--- src/rtl/led_count_ctrl_pkg.sv ---
// Shared constants, vector types and the controller state encoding for the
// LED-count sequencer and its rounding-fixup helper.
package led_count_pkg;

  localparam int W       = 6;
  localparam int D       = 10;
  localparam int LEDS    = 50;
  localparam int BIN_QTY = 12;
  localparam int TIMEOUT = 16;

  localparam int AW    = W + D;
  localparam int CW    = $clog2(LEDS);
  localparam int SUMW  = W + D + $clog2(BIN_QTY);
  localparam int IDXW  = $clog2(BIN_QTY);
  localparam int TOTW  = CW + $clog2(BIN_QTY);
  localparam int DIFFW = TOTW + 1;
  localparam int TMOW  = $clog2(TIMEOUT);

  typedef logic [BIN_QTY-1:0][CW-1:0] count_vec_t;
  typedef logic [BIN_QTY-1:0][AW-1:0] amp_vec_t;

  typedef enum logic [2:0] {
    IDLE,
    LAUNCH,
    WAIT,
    SUM,
    FIX,
    OUT
  } state_t;

  // Bin index increment with wrap from BIN_QTY-1 back to 0.
  function automatic logic [IDXW-1:0] next_idx(input logic [IDXW-1:0] i);
    return (i == IDXW'(BIN_QTY - 1)) ? '0 : i + IDXW'(1);
  endfunction

endpackage

--- src/rtl/led_count_ctrl_if.sv ---
// Bundle of the upstream frame, divider and downstream LED-count handshakes.
interface led_count_ctrl_if;
  import led_count_pkg::*;

  logic             in_valid;
  logic             in_ready;
  amp_vec_t         amps_i;
  logic [SUMW-1:0]  amp_sum_i;

  logic             calc_start;
  amp_vec_t         calc_amps;
  logic [SUMW-1:0]  calc_sum;
  count_vec_t       calc_count;
  logic             calc_valid;

  logic             out_valid;
  logic             out_ready;
  count_vec_t       led_count_o;
  logic             zero_frame;
  logic             err_timeout;

  modport slave (
    input  in_valid, amps_i, amp_sum_i, calc_count, calc_valid, out_ready,
    output in_ready, calc_start, calc_amps, calc_sum, out_valid, led_count_o,
           zero_frame, err_timeout
  );

  modport master (
    output in_valid, amps_i, amp_sum_i, calc_count, calc_valid, out_ready,
    input  in_ready, calc_start, calc_amps, calc_sum, out_valid, led_count_o,
           zero_frame, err_timeout
  );

endinterface

--- src/rtl/led_count_ctrl_fixup.sv ---
// Rounding corrector: nudges one bin per cycle, round-robin from start_ptr,
// until the residual diff is zero or a whole pass makes no progress.
module led_count_fixup
  import led_count_pkg::*;
(
  input  logic                    clk,
  input  logic                    rst,
  input  logic                    start,
  input  logic [IDXW-1:0]         start_ptr,
  input  logic signed [DIFFW-1:0] diff_init,
  input  amp_vec_t                amps,
  input  count_vec_t              counts,
  output count_vec_t              counts_next,
  output logic                    done
);

  logic                    busy;
  logic [IDXW-1:0]         ptr;
  logic signed [DIFFW-1:0] diff;
  logic [IDXW:0]           stall_cnt;
  logic                    inc;
  logic                    dec;
  logic                    diff_pos;
  logic                    diff_neg;

  // Silent bins never receive extra LEDs, and a saturated bin never wraps.
  always_comb begin
    inc         = 1'b0;
    dec         = 1'b0;
    counts_next = counts;
    diff_neg    = diff[DIFFW-1];
    diff_pos    = !diff[DIFFW-1] && (diff != '0);
    done        = busy && ((diff == '0) || (stall_cnt == (IDXW+1)'(BIN_QTY)));
    if (busy && !done) begin
      if (diff_pos && (amps[ptr] != '0) && (counts[ptr] != '1)) begin
        inc = 1'b1;
      end else if (diff_neg && (counts[ptr] != '0)) begin
        dec = 1'b1;
      end
    end
    if (inc) begin
      counts_next[ptr] = counts[ptr] + CW'(1);
    end else if (dec) begin
      counts_next[ptr] = counts[ptr] - CW'(1);
    end
  end

  always_ff @(posedge clk) begin
    if (!rst) begin
      busy      <= 1'b0;
      ptr       <= '0;
      diff      <= '0;
      stall_cnt <= '0;
    end else if (start) begin
      busy      <= 1'b1;
      ptr       <= start_ptr;
      diff      <= diff_init;
      stall_cnt <= '0;
    end else if (busy) begin
      if (done) begin
        busy <= 1'b0;
      end else begin
        ptr <= next_idx(ptr);
        if (inc) begin
          diff      <= diff - DIFFW'(1);
          stall_cnt <= '0;
        end else if (dec) begin
          diff      <= diff + DIFFW'(1);
          stall_cnt <= '0;
        end else begin
          stall_cnt <= stall_cnt + (IDXW+1)'(1);
        end
      end
    end
  end

endmodule

--- src/rtl/led_count_ctrl.sv ---
// Frame sequencer around the LED-count divider: launch, capture, fix rounding
// so counts sum to LEDS, and hand the result downstream.
module led_count_ctrl
  import led_count_pkg::*;
(
  input  logic             clk,
  input  logic             rst,
  led_count_ctrl_if.slave  bus
);

  state_t                  state;
  state_t                  state_nxt;
  amp_vec_t                calc_amps_q;
  logic [SUMW-1:0]         calc_sum_q;
  count_vec_t              work;
  count_vec_t              fix_counts;
  logic                    zero_q;
  logic [IDXW-1:0]         rr_ptr;
  logic [TMOW-1:0]         tmo_cnt;
  logic                    tmo_hit;
  logic                    fix_done;
  logic [TOTW-1:0]         total;
  logic signed [DIFFW-1:0] diff_init;

  always_ff @(posedge clk) begin
    if (!rst) begin
      state <= IDLE;
    end else begin
      state <= state_nxt;
    end
  end

  always_comb begin
    state_nxt = state;
    tmo_hit   = (tmo_cnt == TMOW'(TIMEOUT - 1));
    case (state)
      IDLE:    if (bus.in_valid) state_nxt = (bus.amp_sum_i == '0) ? OUT : LAUNCH;
      LAUNCH:  state_nxt = WAIT;
      WAIT: begin
        if (bus.calc_valid) begin
          state_nxt = SUM;
        end else if (tmo_hit) begin
          state_nxt = OUT;
        end
      end
      SUM:     state_nxt = FIX;
      FIX:     if (fix_done) state_nxt = OUT;
      OUT:     if (bus.out_ready) state_nxt = IDLE;
      default: state_nxt = IDLE;
    endcase
  end

  // Residual computed against the freshly captured divider counts.
  always_comb begin
    total = '0;
    for (int i = 0; i < BIN_QTY; i++) begin
      total = total + TOTW'(work[i]);
    end
    diff_init = DIFFW'(LEDS) - DIFFW'(total);
  end

  always_ff @(posedge clk) begin
    if (!rst) begin
      calc_amps_q <= '0;
      calc_sum_q  <= '0;
      work        <= '0;
      zero_q      <= 1'b0;
      rr_ptr      <= '0;
      tmo_cnt     <= '0;
    end else begin
      case (state)
        IDLE: begin
          if (bus.in_valid) begin
            calc_amps_q <= bus.amps_i;
            calc_sum_q  <= bus.amp_sum_i;
            zero_q      <= (bus.amp_sum_i == '0);
            if (bus.amp_sum_i == '0) begin
              work <= '0;
            end
          end
        end
        LAUNCH: tmo_cnt <= '0;
        WAIT: begin
          if (bus.calc_valid) begin
            work <= bus.calc_count;
          end else if (tmo_hit) begin
            work <= '0;
          end else begin
            tmo_cnt <= tmo_cnt + TMOW'(1);
          end
        end
        FIX: if (!fix_done) work <= fix_counts;
        OUT: if (bus.out_ready) rr_ptr <= next_idx(rr_ptr);
        default: ;
      endcase
    end
  end

  led_count_fixup u_fixup (
    .clk         (clk),
    .rst         (rst),
    .start       (state == SUM),
    .start_ptr   (rr_ptr),
    .diff_init   (diff_init),
    .amps        (calc_amps_q),
    .counts      (work),
    .counts_next (fix_counts),
    .done        (fix_done)
  );

  assign bus.in_ready    = (state == IDLE);
  assign bus.calc_start  = (state == LAUNCH);
  assign bus.calc_amps   = calc_amps_q;
  assign bus.calc_sum    = calc_sum_q;
  assign bus.out_valid   = (state == OUT);
  assign bus.led_count_o = work;
  assign bus.zero_frame  = zero_q;
  assign bus.err_timeout = (state == WAIT) && !bus.calc_valid && tmo_hit;

endmodule

--- src/flat_wrapper.sv ---
// flat-port wrapper written by rule: the top's interface ports become plain ports
module led_count_ctrl_flat import led_count_pkg::*;
  (clk, rst, bus_in_valid, bus_amps_i, bus_amp_sum_i, bus_calc_count, bus_calc_valid, bus_out_ready, bus_in_ready, bus_calc_start, bus_calc_amps, bus_calc_sum, bus_out_valid, bus_led_count_o, bus_zero_frame, bus_err_timeout);
  led_count_ctrl_if bus_i ();
  input  logic clk;
  input  logic rst;
  input wire logic [$bits(bus_i.in_valid)-1:0] bus_in_valid;
  input wire logic [$bits(bus_i.amps_i)-1:0] bus_amps_i;
  input wire logic [$bits(bus_i.amp_sum_i)-1:0] bus_amp_sum_i;
  input wire logic [$bits(bus_i.calc_count)-1:0] bus_calc_count;
  input wire logic [$bits(bus_i.calc_valid)-1:0] bus_calc_valid;
  input wire logic [$bits(bus_i.out_ready)-1:0] bus_out_ready;
  output wire logic [$bits(bus_i.in_ready)-1:0] bus_in_ready;
  output wire logic [$bits(bus_i.calc_start)-1:0] bus_calc_start;
  output wire logic [$bits(bus_i.calc_amps)-1:0] bus_calc_amps;
  output wire logic [$bits(bus_i.calc_sum)-1:0] bus_calc_sum;
  output wire logic [$bits(bus_i.out_valid)-1:0] bus_out_valid;
  output wire logic [$bits(bus_i.led_count_o)-1:0] bus_led_count_o;
  output wire logic [$bits(bus_i.zero_frame)-1:0] bus_zero_frame;
  output wire logic [$bits(bus_i.err_timeout)-1:0] bus_err_timeout;
  assign bus_i.in_valid = bus_in_valid;
  assign bus_i.amps_i = bus_amps_i;
  assign bus_i.amp_sum_i = bus_amp_sum_i;
  assign bus_i.calc_count = bus_calc_count;
  assign bus_i.calc_valid = bus_calc_valid;
  assign bus_i.out_ready = bus_out_ready;
  assign bus_in_ready = bus_i.in_ready;
  assign bus_calc_start = bus_i.calc_start;
  assign bus_calc_amps = bus_i.calc_amps;
  assign bus_calc_sum = bus_i.calc_sum;
  assign bus_out_valid = bus_i.out_valid;
  assign bus_led_count_o = bus_i.led_count_o;
  assign bus_zero_frame = bus_i.zero_frame;
  assign bus_err_timeout = bus_i.err_timeout;
  led_count_ctrl u_core (.clk(clk), .rst(rst), .bus(bus_i));
endmodule
--- config.mk ---
export PLATFORM = sky130hd
export DESIGN_NAME = led_count_ctrl_flat
export DESIGN_NICKNAME = d
export VERILOG_FILES = /design/src/rtl/led_count_ctrl_pkg.sv /design/src/rtl/led_count_ctrl_if.sv /design/src/rtl/led_count_ctrl_fixup.sv /design/src/rtl/led_count_ctrl.sv /design/src/flat_wrapper.sv
export SDC_FILE = /design/constraint.sdc
export NUM_CORES = 1
export LEC_CHECK = 0
export CORE_AREA = 2 2 225 227
export CTS_CLUSTER_DIAMETER = 100
export DETAILED_ROUTE_END_ITERATION = 16
export DIE_AREA = 0 0 227 229
export PLACE_DENSITY_LB_ADDON = 0.25
export SLEW_MARGIN = 10
export SYNTH_ARGS = -nofsm -noshare
export SYNTH_HDL_FRONTEND = slang
export SYNTH_SLANG_ARGS = --single-unit
export TNS_END_PERCENT = 5
--- constraint.sdc ---
create_clock -name clk -period 7.5 [get_ports clk]
set_input_delay 1.125 -clock clk [delete_from_list [all_inputs] [get_ports clk]]
set_output_delay 1.125 -clock clk [all_outputs]
set_load 0.1 [all_outputs]
==> metrics, run 1 <==
M2 GR Usage=0.420; relative slew slack=0.249; total track usage=0.243; vias in the first global route=between 15,000 and 20,000; required time reported for the critical path endpoint=7.98 ns; Seq/Total Area, Yosys=0.391; portion of synthesized cell area occupied by the leading cell type=0.391; detailed-router iteration count before antenna repair=5; io pins=578; status=completed; routed vias=16,400; class of the most critical hold timing path=reg -> reg; TritonCTS sink count=317; number of buffers and inverters on the critical path=2; number of buffer cells added on primary ports=slightly below 600; post-layout min period=6.36 ns; Synth Net Count=around 2,400; detailed placer's ending HPWL=around 48,000 µm; count of final setup violators=0; Max-cap violations=0; Final WS setup=around 1.1 ns; Worst R2R Path Depth=22; total of cells resized after clock tree synthesis=0; post-synthesis instance area=16,200 µm²; clock root buffer=clkbuf_16; largest net degree at the start of global routing=214; crit path kind=reg -> reg; maximum clock frequency=between 0.15 and 0.2 GHz; overflow left after global routing=0; CTS tree=built; most used flip-flop cell after synthesis=dfxtp_1; DIE WIDTH=between 200 and 250 µm; Clock Path Buffers=3; worst slew pin tran=1.12 ns; area fraction in compound gates after synthesis=0.182; Wirelength per Cell=20.3 µm; cell occurring most often along the worst timing path=fa_1; yosys synthesis warning count=0; Antenna Violating Nets Remaining=0; unrepaired setup endpoints after global routing=false; number of buffers inserted during clock tree synthesis=39; post-CTS setup-driven buffer insertion count=0; Residual DRC=0; GR Layer Usage met3=0.0591; CTS Hold Buffers Added=0; largest fanout of any net on the critical path=5; Crit. path cell count=22; most used routing layer=met2; Leak Pwr=8.58 nW; Final period util=0.847; fraction of synthesis flops using an asynchronous set or reset pin=0; worst slack, placed=1.19 ns; worst supply voltage drop on vdd=0.310 mV; Critical Path Sink Type=register; number of levels in the clock H-tree=2; main combinational cell family by area after synthesis=simple AND/OR/NAND/NOR gates; post-synthesis cell count=1,972; top post-synthesis cells by area=dfxtp_1, nand2_1, a21oi_1; effective utilization at floorplan=0.326; number of cells on the worst hold path=2; clock input transition at the sequential cells of the worst setup and hold paths=0.06 ns; fraction of final layout cells with drive strength greater than 1=0.0507; Slowest cell on crit path=fa_1; largest stage delay on the critical path=0.55 ns; CORE AREA=between 40,000 and 50,000 µm²; Area Overhead vs Synth=46.6%; number of core rows=82; initial detailed-routing violation count=1,278; worst clock skew=0.0158 ns; net total in the final layout=2,860; critical-path cell list=ha_1, fa_1, a21o_1, a21oi_1, xnor2_1, fa_1, inv_1, fa_1, fa_1, fa_1, fa_1, inv_1, ha_1, a21oi_1, o21ai_0, a21oi_1, xor2_1, nand3b_1, xnor2_1, nor2_1, a211o_1, a21oi_1; number of unique standard cell types used by synthesis=67; leading area contributor after synthesis=dfxtp_1; fraction of synthesized area in multiplexers=0.0346; Post-Syn Area per Cell=8.22 µm²; xor/xnor share of the synthesized area=0.0162; aggregate negative setup slack=0 ns; global-route wire length before repair=98,200 µm; critical path's top delay family=adder cells; Clock Latency Late Sink=0.56 ns; launching element type of the critical path=register; synthesized flop and latch total=317; Post-Route WL=64,600 µm; endpoints failing hold=0; initial antenna violation count=3; detail-routed via count per cell=just over 5; GRT met1 Usage=0.290; Power, Total=9.68 mW; simple-gate share of the synthesized area=0.219; Final Hold Slack=0.456 ns; pwr/cell area=407 nW/µm²; adder and majority cell fraction of the synthesized area=0.0983; die outline height=around 230 µm; max-slew violation total from the final report=0; arrival time at the worst endpoint=6.83 ns; number of enable flip-flop cells after synthesis=0; final estimated routing congestion in global placement=0.901; die area=52,000 µm²
-- registers in the layout, summed over array words and instances (netlist names) --
register                  count
u_core.bus.zero_frame         1
u_core.tmo_cnt                4
u_core.state                  3
u_core.u_fixup.stall_cnt      5
u_core.bus.calc_amps        192
u_core.bus.calc_sum          20
u_core.bus.led_count_o       72
u_core.u_fixup.busy           1
u_core.u_fixup.diff          11
u_core.u_fixup.ptr            4
u_core.rr_ptr                 4
-- synthesized netlist by cell type (11+ instances only) --
master / count
nor3_1: 24
a31oi_1: 13
a211oi_1: 17
o21ai_0: 44
nor2b_1: 11
ha_1: 41
nor4_1: 51
mux2i_1: 13
buf_2: 12
nor2_1: 79
nand3_1: 20
a21oi_1: 254
o22ai_1: 15
fa_1: 54
a22oi_1: 13
mux4_2: 15
and2_1: 46
nand4_1: 18
nand2_1: 508
dfxtp_1: 317
inv_1: 104
xor2_1: 14
xnor2_1: 16
a2bb2oi_1: 12
clkbuf_1: 107
o221ai_1: 14
a221o_1: 25
a32oi_1: 12
-- path summary, 6_finish.rpt --
kind         slack (ns)                       from                      to
max                1.14  u_core.bus.led_count_o[0]  u_core.u_fixup.diff[8]
min                0.46     u_core.bus.calc_sum[1]  u_core.bus.calc_sum[1]
max reg2reg        1.14  u_core.bus.led_count_o[0]  u_core.u_fixup.diff[8]
min reg2reg        0.46     u_core.bus.calc_sum[1]  u_core.bus.calc_sum[1]
-- tightest hold or removal path, cell delays in order, from the launching register on --
cell and delay [ns]:
dfxtp_1 0.31, nand2_1 0.05, a21oi_1 0.05
-- power breakdown --
part           switching (mW)  total [mW]  internal, mW  leakage, nW
clock network           0.784        1.93          1.15        0.644
logic                    3.83        5.45          1.62         5.35
registers               0.329        2.30          1.97         2.59
-- cells in the final DEF (no fill, tap or decap), types with 41 or more instances in the layout --
cell type / instances
inv_1: 104
a21oi_1: 254
nor2_1: 78
and2_1: 45
fa_1: 54
nand2_1: 507
o21ai_0: 44
nor4_1: 51
clkdlybuf4s50_1: 577
dfxtp_1: 316
ha_1: 41
-- logic make-up (layout without fill, tap and decap cells) --
group,count (synthesis),count (layout)
xor+xnor,30,30
other cells,0,3
fa+ha+maj,95,95
mux,32,32
buf+inv,235,768
simple gates,797,797
compound gates,466,466
flops,317,317
-- final cells by class --
type	instances	area, µm²
fillers	4803	25900
multi-input cells	1420	8940
flip-flops and latches	317	6350
repair buffers	592	5930
clock buffers	52	1110
well taps	672	841
inverters	106	408
clock inverters	18	200
diodes	3	7.51
-- stage by stage --
stage / util / instances / instance area, µm²
global route: 0.479 / 3178 / 23800
global placement: 0.452 / 3107 / 22500
CTS: 0.478 / 3177 / 23800
detailed placement: 0.452 / 3107 / 22500
floorplan: - / 1972 / 16200
finish: 0.479 / 3180 / 23800
-- per-layer routing --
metal	routed length (µm)	part of all wire
met4	2410	0.037
met5	27	0.00042
met2	32000	0.50
met1	25500	0.39
met3	4670	0.072
(Power assumes the default switching activity.)
==> inputs of run 2 (changes only) <==
--- a/config.mk
+++ b/config.mk
@@ -5,10 +5,10 @@
 export SDC_FILE = /design/constraint.sdc
 export NUM_CORES = 1
 export LEC_CHECK = 0
-export CORE_AREA = 2 2 225 227
+export CORE_AREA = 2 2 227 229
 export CTS_CLUSTER_DIAMETER = 100
 export DETAILED_ROUTE_END_ITERATION = 16
-export DIE_AREA = 0 0 227 229
+export DIE_AREA = 0 0 229 231
 export PLACE_DENSITY_LB_ADDON = 0.25
 export SLEW_MARGIN = 10
 export SYNTH_ARGS = -nofsm -noshare
==> constraint.sdc (replaced) <==
create_clock -name clk -period 5.2 [get_ports clk]
set_input_delay 0.78 -clock clk [delete_from_list [all_inputs] [get_ports clk]]
set_output_delay 0.78 -clock clk [all_outputs]
set_load 0.1 [all_outputs]
==> metrics, run 2 (synthesized netlist as in run 1, its figures left out) <==
largest net degree at the start of global routing=129; clock root buffer=clkbuf_16; M2 GR Usage=0.416; DIE WIDTH=229 µm; Post-Route WL=about 67,000 µm; number of buffers inserted during clock tree synthesis=40; detail-routed via count per cell=5.13; Final WS setup=-0.308 ns; vias in the first global route=16,700; worst clock skew=0.0307 ns; Clock Path Buffers=3; crit path kind=reg -> reg; die area=52,900 µm²; Wirelength per Cell=20.7 µm; final instance area=about 24,000 µm²; placed cells=3,161; most used routing layer=met2; TritonCTS sink count=around 320; total track usage=0.245; final estimated routing congestion in global placement=approximately 0.90; net total in the final layout=2,907; class of the most critical hold timing path=reg -> reg; post-route insts no fill=3,234; Leak Pwr=8.77 nW; endpoints failing hold=0; Max-cap violations=0; worst supply voltage drop on vdd=0.575 mV; Critical Path Sink Type=register; unrepaired setup endpoints after global routing=true; instance area at placement=23,000 µm²; max-slew violation total from the final report=0; GR Layer Usage met3=0.0695; Antenna Violating Nets Remaining=0; Area Overhead vs Synth=49.6%; count of final setup violators=6; arrival time at the worst endpoint=6.01 ns; Clock Latency Late Sink=0.57 ns; io pins=between 500 and 600; commonest non-fill, non-tap cells in the layout=clkdlybuf4s50_1, nand2_1, dfxtp_1; failing checks=setup timing; GRT met1 Usage=0.283; CTS tree=built; number of levels in the clock H-tree=2; routed vias=16,600; number of core rows=83; overflow left after global routing=0; fraction of final layout cells with drive strength greater than 1=0.0804; global-route wire length before repair=100,000 µm; number of buffer cells added on primary ports=577; clock input transition at the sequential cells of the worst setup and hold paths=0.06 ns; largest fanout of any net on the critical path=4; required time reported for the critical path endpoint=5.70 ns; effective utilization at floorplan=0.320; post-layout min period=5.51 ns; most common cell after layout, fill and taps aside=clkdlybuf4s50_1; flip-flop count of the largest register, all copies and words added=about 190; Final period util=1.06; relative slew slack=0.208; status=complete, but fails checks; CTS Hold Buffers Added=0; detailed placer's ending HPWL=50,400 µm; aggregate negative setup slack=-1.46 ns; maximum clock frequency=between 0.15 and 0.2 GHz; die outline height=231 µm; initial detailed-routing violation count=~1,400; launching element type of the critical path=register; CORE AREA=50,700 µm²; worst slew pin tran=1.18 ns; initial antenna violation count=7; detailed-router iteration count before antenna repair=5; Residual DRC=0; pwr/cell area=593 nW/µm²
[run 2: cell types whose count changed in the layout (fill, tap and decap cells not counted), sizes merged]
cell / delta
buf: +47
bufinv: -3
clkbuf: +4
clkdlybuf4s50: -1
clkinv: -2
diode: +1
[run 2: routing by layer]
metal / vias up / wire length, µm
met5: - / 26
met2: 685 / 32500
li1: 7902 / -
met3: 157 / 5250
met4: 4 / 3290
met1: 7842 / 25700
[run 2: timing repair]
item | CTS | global route
setup endpoints to repair | 6 | 7
pin swaps | 6 | 6
resized for setup | 1 | 7
buffers inserted | 0 | 0
[run 2: layout make-up]
cell class | count | area, µm²
multi-input cells | 1420 | 9080
well taps | 680 | 851
diodes | 4 | 10.0
flip-flops and latches | 317 | 6380
repair buffers | 638 | 6320
clock inverters | 13 | 106
clock buffers | 56 | 1100
inverters | 106 | 408
fillers | 4916 | 26400
[run 2: power by group]
group	total (mW)	switching, mW	internal (mW)
combinational	8.46	5.66	2.79
sequential	3.31	0.452	2.85
clock	2.63	1.14	1.49
total	14.4	7.26	7.13
[run 2: worst max-delay path: stages (launching register included)]
cell	delay (ns)
dfxtp_4	0.36
ha_4	0.23
a21o_1	0.20
a21oi_2	0.18
xnor2_1	0.16
fa_1	0.45
inv_1	0.09
fa_1	0.42
fa_1	0.51
fa_1	0.43
fa_1	0.53
inv_1	0.05
ha_1	0.28
a21o_1	0.18
a21oi_2	0.16
o21ai_1	0.09
a21oi_2	0.19
xor2_2	0.23
nand3b_1	0.13
xnor2_1	0.16
nor2_1	0.05
a211o_1	0.23
a21oi_1	0.11
[run 2: metrics by stage]
| stage | worst slack, ns | hold WS [ns] | utilization | power [mW] |
|---|---|---|---|---|
| 6_report | -0.308 | 0.452 | 0.479 | 14.4 |
| 5_1_grt | -0.585 | 0.471 | 0.479 | 15.2 |
| 4_1_cts | -0.360 | 0.456 | 0.478 | 14.4 |
| 3_5_place_dp | -0.380 | 0.448 | 0.454 | 11.7 |
| 3_3_place_gp | -0.369 | 0.443 | 0.454 | 11.6 |
| 2_1_floorplan | -0.288 | 0.449 | - | 9.13 |
[run 2: final timing paths]
check | startpoint | end | slack, ns | cells past startpoint
min | u_core.bus.calc_sum[16] | u_core.bus.calc_sum[16] | 0.45 | 2
max reg2reg | u_core.bus.led_count_o[7] | u_core.u_fixup.diff[8] | -0.31 | 22
max | u_core.bus.led_count_o[7] | u_core.u_fixup.diff[8] | -0.31 | 22
min reg2reg | u_core.bus.calc_sum[16] | u_core.bus.calc_sum[16] | 0.45 | 2
